[src/rtl/tcam_pkg.sv]
// Shared TCAM constants and the per-bit ternary match rule used by the array
// and by verification models.
package tcam_pkg;

  localparam int unsigned TCAM_ADDR_W    = 2;
  localparam int unsigned TCAM_WORD_SIZE = 16;

  // A bit matches when either side marks it don't-care or the values agree.
  function automatic logic tcam_bit_match(input logic data_bit,
                                          input logic mask_bit,
                                          input logic key_bit,
                                          input logic key_mask_bit);
    return mask_bit | key_mask_bit | (data_bit == key_bit);
  endfunction

endpackage

[src/rtl/tcam_prio_enc.sv]
// Match-vector encoder: any-hit flag, lowest set index, and more-than-one flag.
module tcam_prio_enc
  import tcam_pkg::*;
#(
  parameter int unsigned ADDR_W = TCAM_ADDR_W
) (
  input  logic [2**ADDR_W-1:0] match_vec,
  output logic                 hit,
  output logic [ADDR_W-1:0]    index,
  output logic                 multi
);

  localparam int unsigned DEPTH = 2**ADDR_W;

  logic [DEPTH-1:0]  lowest;
  logic [ADDR_W-1:0] idx_acc [DEPTH+1];

  // Isolating the lowest set bit makes the index a plain OR of one-hot terms.
  assign lowest     = match_vec & (~match_vec + DEPTH'(1));
  assign idx_acc[0] = '0;

  for (genvar i = 0; i < DEPTH; i++) begin : g_idx
    assign idx_acc[i+1] = idx_acc[i] | (lowest[i] ? ADDR_W'(i) : '0);
  end

  assign hit   = |match_vec;
  assign index = idx_acc[DEPTH];
  assign multi = |(match_vec & (match_vec - DEPTH'(1)));

endmodule

[src/rtl/tcam_seq.sv]
// Pipelined ternary CAM: match vector in stage 1, priority result in stage 2.
// Optional TCAM_MATCH_COUNT_EN adds the res_count matching-entry popcount.
module tcam_seq
  import tcam_pkg::*;
#(
  parameter int unsigned ADDR_W    = TCAM_ADDR_W,
  parameter int unsigned WORD_SIZE = TCAM_WORD_SIZE
) (
  input  logic                 clk,
  input  logic                 rst,
  input  logic                 wr_en,
  input  logic [ADDR_W-1:0]    wr_addr,
  input  logic [WORD_SIZE-1:0] wr_data,
  input  logic [WORD_SIZE-1:0] wr_mask,
  input  logic                 inv_en,
  input  logic                 clr_all,
  input  logic                 srch_en,
  input  logic [WORD_SIZE-1:0] srch_data,
  input  logic [WORD_SIZE-1:0] srch_mask,
  output logic                 res_valid,
  output logic                 res_hit,
  output logic [ADDR_W-1:0]    res_addr,
  output logic                 res_multi
`ifdef TCAM_MATCH_COUNT_EN
  , output logic [ADDR_W:0]    res_count
`endif
);

  localparam int unsigned DEPTH = 2**ADDR_W;

  logic [WORD_SIZE-1:0] data_q [DEPTH];
  logic [WORD_SIZE-1:0] mask_q [DEPTH];
  logic [WORD_SIZE-1:0] bit_ok [DEPTH];
  logic [DEPTH-1:0]     valid_q;
  logic [DEPTH-1:0]     match_comb;
  logic [DEPTH-1:0]     match_q;
  logic                 s1_valid;
  logic                 enc_hit;
  logic                 enc_multi;
  logic [ADDR_W-1:0]    enc_addr;
  logic                 do_write;

  assign do_write = wr_en & ~inv_en & ~clr_all;

  for (genvar i = 0; i < DEPTH; i++) begin : g_entry
    for (genvar b = 0; b < WORD_SIZE; b++) begin : g_bit
      assign bit_ok[i][b] = tcam_bit_match(data_q[i][b], mask_q[i][b],
                                           srch_data[b], srch_mask[b]);
    end
    assign match_comb[i] = valid_q[i] & (&bit_ok[i]);
  end

  always_ff @(posedge clk or posedge rst) begin
    if (rst) begin
      valid_q <= '0;
    end else if (clr_all) begin
      valid_q <= '0;
    end else if (inv_en) begin
      valid_q[wr_addr] <= 1'b0;
    end else if (wr_en) begin
      valid_q[wr_addr] <= 1'b1;
    end
  end

  always_ff @(posedge clk) begin
    if (do_write) begin
      data_q[wr_addr] <= wr_data;
      mask_q[wr_addr] <= wr_mask;
    end
  end

  // Stage 1 samples the pre-update contents, so same-cycle writes are not seen.
  always_ff @(posedge clk or posedge rst) begin
    if (rst) begin
      s1_valid <= 1'b0;
      match_q  <= '0;
    end else begin
      s1_valid <= srch_en;
      if (srch_en) match_q <= match_comb;
    end
  end

  tcam_prio_enc #(
    .ADDR_W(ADDR_W)
  ) u_prio_enc (
    .match_vec(match_q),
    .hit      (enc_hit),
    .index    (enc_addr),
    .multi    (enc_multi)
  );

`ifdef TCAM_MATCH_COUNT_EN
  logic [ADDR_W:0] cnt_acc [DEPTH+1];
  assign cnt_acc[0] = '0;
  for (genvar i = 0; i < DEPTH; i++) begin : g_cnt
    assign cnt_acc[i+1] = cnt_acc[i] + (ADDR_W+1)'(match_q[i]);
  end
`endif

  always_ff @(posedge clk or posedge rst) begin
    if (rst) begin
      res_valid <= 1'b0;
      res_hit   <= 1'b0;
      res_addr  <= '0;
      res_multi <= 1'b0;
`ifdef TCAM_MATCH_COUNT_EN
      res_count <= '0;
`endif
    end else begin
      res_valid <= s1_valid;
      if (s1_valid) begin
        res_hit   <= enc_hit;
        res_addr  <= enc_addr;
        res_multi <= enc_multi;
`ifdef TCAM_MATCH_COUNT_EN
        res_count <= cnt_acc[DEPTH];
`endif
      end
    end
  end

endmodule

[config.mk]
export PLATFORM = sky130hd
export DESIGN_NAME = tcam_seq
export DESIGN_NICKNAME = d
export VERILOG_FILES = /design/src/rtl/tcam_pkg.sv /design/src/rtl/tcam_prio_enc.sv /design/src/rtl/tcam_seq.sv
export SDC_FILE = /design/constraint.sdc
export NUM_CORES = 1
export LEC_CHECK = 0
export CORE_ASPECT_RATIO = 1.4
export CORE_MARGIN = 2
export CORE_UTILIZATION = 40
export DETAILED_ROUTE_END_ITERATION = 6
export GPL_TIMING_DRIVEN = 0
export MAX_ROUTING_LAYER = met4
export PLACE_DENSITY = 0.6
export SYNTH_ARGS = -nofsm -noshare
export SYNTH_HDL_FRONTEND = slang
export SYNTH_SLANG_ARGS = --single-unit
[constraint.sdc]
create_clock -name clk -period 1.4 [get_ports clk]
set_input_delay 0.28 -clock clk [delete_from_list [all_inputs] [get_ports clk]]
set_output_delay 0.28 -clock clk [all_outputs]
set_load 0.01 [all_outputs]
==> metrics.txt <==
status=finished with violations; failing checks=setup timing; DR pass1 iterations=4; Peak Freq=0.7086 GHz; Sink Count=142; antenna cells=0; M1 WL=around 4500 um; Die Y=approximately 140 um; RSZ-0062 raised after global routing=true; Routed WL=between 10000 and 15000 um; Post-synth EDFFs=128; endpoint of the worst hold path=valid_q[1]$_DFFE_PP0P_; gr usage total=0.1684; num rows=51; Vias/cell=4.986; RR Startpoint=data_q[3][4]$_DFFE_PP_; CTS tree=yes; metal3 WL=~430 um; top_reg_cell synth=edfxtp_1; Mapped Area=between 5000 and 6000 sq um; hold_ws=83.08 ps; Logic pwr share=0.065; Tmin final=1411 ps; die area=~15000 sq um; FFs w/ async S/R, synth=0.09859; Syn Inst Count=approximately 340; P_sw=1.965 mW; core area=13850 sq um; Die W=104.2 um; final setup margin=-11.30 ps; Hold Crit Start=clr_all; vias=3136; IO buf count=58; slew at the pin closest to its max-slew limit=523.8 ps; CTS Hold Bufs=0; worst hold-check path type=input port to register; synthesis-stage register bit count=142; Worst Path Max Fanout=1; Layout Cell Area excl Fill=7491 sq um; Setup-failing EPs final=1; cts bufs inserted=17; initial antenna violation count=0; Max clock buf depth=2; commonest non-fill, non-tap cell in the layout=edfxtp_1; first-pass GRT wire length=around 18000 um; startpoint types=register; syn_nets=between 400 and 500; HPWL Detailed=between 8000 and 9000 um; Pint=8.207 mW; pin count of the biggest net entering global routing=21; register area share after synthesis=0.7457; peak supply drop=723.8 uV; fraction of layout cells with a size suffix above 1=0.2455; remaining antenna violation count=0; WHS Path Cells=2; post-synth top area cell=edfxtp_1; H-tree Lvls=4; share of the synthesized area in the top cell type=0.6834; Detailed Route Iter0 Violations=113; vias in the first global route=approximately 3300; CP arrival=1720 ps; Max Cap Viol=0; Reg2Reg Setup Slack=-10 ps; Sequential Power Share=0.467; latest clock arrival within the worst-skew pair=420 ps; Area after DPL=6615 sq um; Crit path required time=1710 ps; Routability Congestion=0.7896; Root Buffer=clkbuf_16; IO Count=77; critical path endpoint category=register; Worst Path Class, Setup=register to register; Final Hold Viols=0; ratio of final minimum period to clock period=1.008; slew margin rel.=0.6504; top sig layer=met4; clk_skew=7.727 ps; WL met2=around 6400 um; commonest cells after routing, fill and taps aside=edfxtp_1 (128), xnor2_1 (61), clkdlybuf4s50_1 (50); Initial Util=0.4062; pwr dens=approximately 1400 nW/um^2; Yosys cell types=27; Worst R2R Path Depth=4; Critical R2R Capture=match_q[3]$_DFFE_PP0P_; global route overflow=0; fin nets=503; wire length per cell=18.39 um; Syn. warnings=0; clk slew on worst S/H paths=60 ps; drt drc=0; Slew Limit Fails=0; fill cell count=1121; Area Overhead vs Synth=33.19%; Clk pwr share=0.468; Synth area leaders=edfxtp_1 (68%), xnor2_1 (10%), dfrtp_1 (6.2%); leakage=2.457 nW; sw frac=0.1932; Syn Area/Cell=16.64 sq um
==> power groups by stage <==
stage          Sequential, mW  Combinational (mW)  Clock (mW)
6_report                 4.75               0.664        4.76
5_1_grt                  4.76               0.719        5.02
4_1_cts                  4.75               0.654        4.84
3_3_place_gp             4.84               0.599           0
3_5_place_dp             4.84               0.628           0
2_1_floorplan            4.83               0.297           0
==> cell type report <==
class	instances	area, sq um	share of cell area
inverters	4	15.01	0.002004
clock inverters	12	192.7	0.02572
clock buffers	20	436.7	0.05829
flip-flops and latches	142	4194	0.5599
well taps	185	231.5	0.03090
multi-input cells	174	1469	0.1961
repair buffers	74	828.3	0.1106
plain buffers	18	123.9	0.01654
==> worst max-delay path, stage by stage (launching register included) <==
cell,delay (ps)
edfxtp_1,370
xnor2_1,130
o32ai_1,410
nor4_2,120
a32o_1,270
==> worst max-delay path by stage <==
| stage | start | end | slack, ps | cells past startpoint |
|---|---|---|---|---|
| after floorplan | inv_en | data_q[1][0]$_DFFE_PP_ | -630 | 2 |
| after global placement | wr_en | data_q[1][4]$_DFFE_PP_ | -1850 | 3 |
| after detailed placement | wr_en | data_q[1][4]$_DFFE_PP_ | -1400 | 5 |
| after CTS | data_q[2][13]$_DFFE_PP_ | match_q[2]$_DFFE_PP0P_ | -40 | 4 |
| after global routing | data_q[3][10]$_DFFE_PP_ | match_q[3]$_DFFE_PP0P_ | -90 | 4 |
| final | data_q[3][4]$_DFFE_PP_ | match_q[3]$_DFFE_PP0P_ | -10 | 4 |
==> through the flow <==
step,power [mW],std cells,setup TNS (ps),worst slack (ps),utilization
after global placement,5.435,581,-232180,-1847,0.4676
after floorplan,5.132,338,-76550,-627.6,-
after detailed placement,5.465,588,-136020,-1404,0.4777
after CTS,10.24,629,-44.12,-40.64,0.5362
final,10.17,629,-11.30,-11.30,0.5410
after global routing,10.49,629,-167.6,-88.07,0.5410
==> state kept, by name (all words and copies together) (netlist names) <==
name and flops:
s1_valid 1, data_q 64, res_valid 1, res_addr 2, valid_q 4, mask_q 64, res_hit 1, match_q 4
res_multi 1
==> routing by layer <==
metal / track usage / vias up
met5: - / -
met4: 0.05903 / 0
met3: 0.04552 / 20
met2: 0.3044 / 76
met1: 0.1785 / 1562
li1: - / 1478
==> synthesized netlist by cell type (all sizes together), types with 2 or more instances <==
library cell / number
mux2: 2
a21oi: 4
nor4: 8
o32ai: 20
edfxtp: 128
dfrtp: 14
nand2: 2
nor2b: 2
xnor2: 64
nor3: 26
o311ai: 4
or2: 20
buf: 11
a31oi: 2
inv: 4
clkbuf: 7
a32o: 4
a211oi: 3
nor3b: 2
nor2: 6
==> cell families after synthesis <==
logic type,Yosys count,share of synthesized area
adder cells (fa/ha/maj),1,0.001780
multiplexers,2,0.004004
AND/OR/NAND/NOR,67,0.06607
XOR/XNOR,64,0.09967
AO/OA/AOI/OAI,40,0.05806
buffers and inverters,22,0.02469
flip-flops,142,0.7457
==> repair_timing <==
item                                    in CTS  in global routing
gates resized for setup                     30                  9
pin swaps                                    6                  1
gates cloned                                 1                  0
endpoints found under the setup margin     137                  4
buffers inserted                             8                  0
endpoints found under the hold margin        0                  0
(Power assumes the default switching activity.)
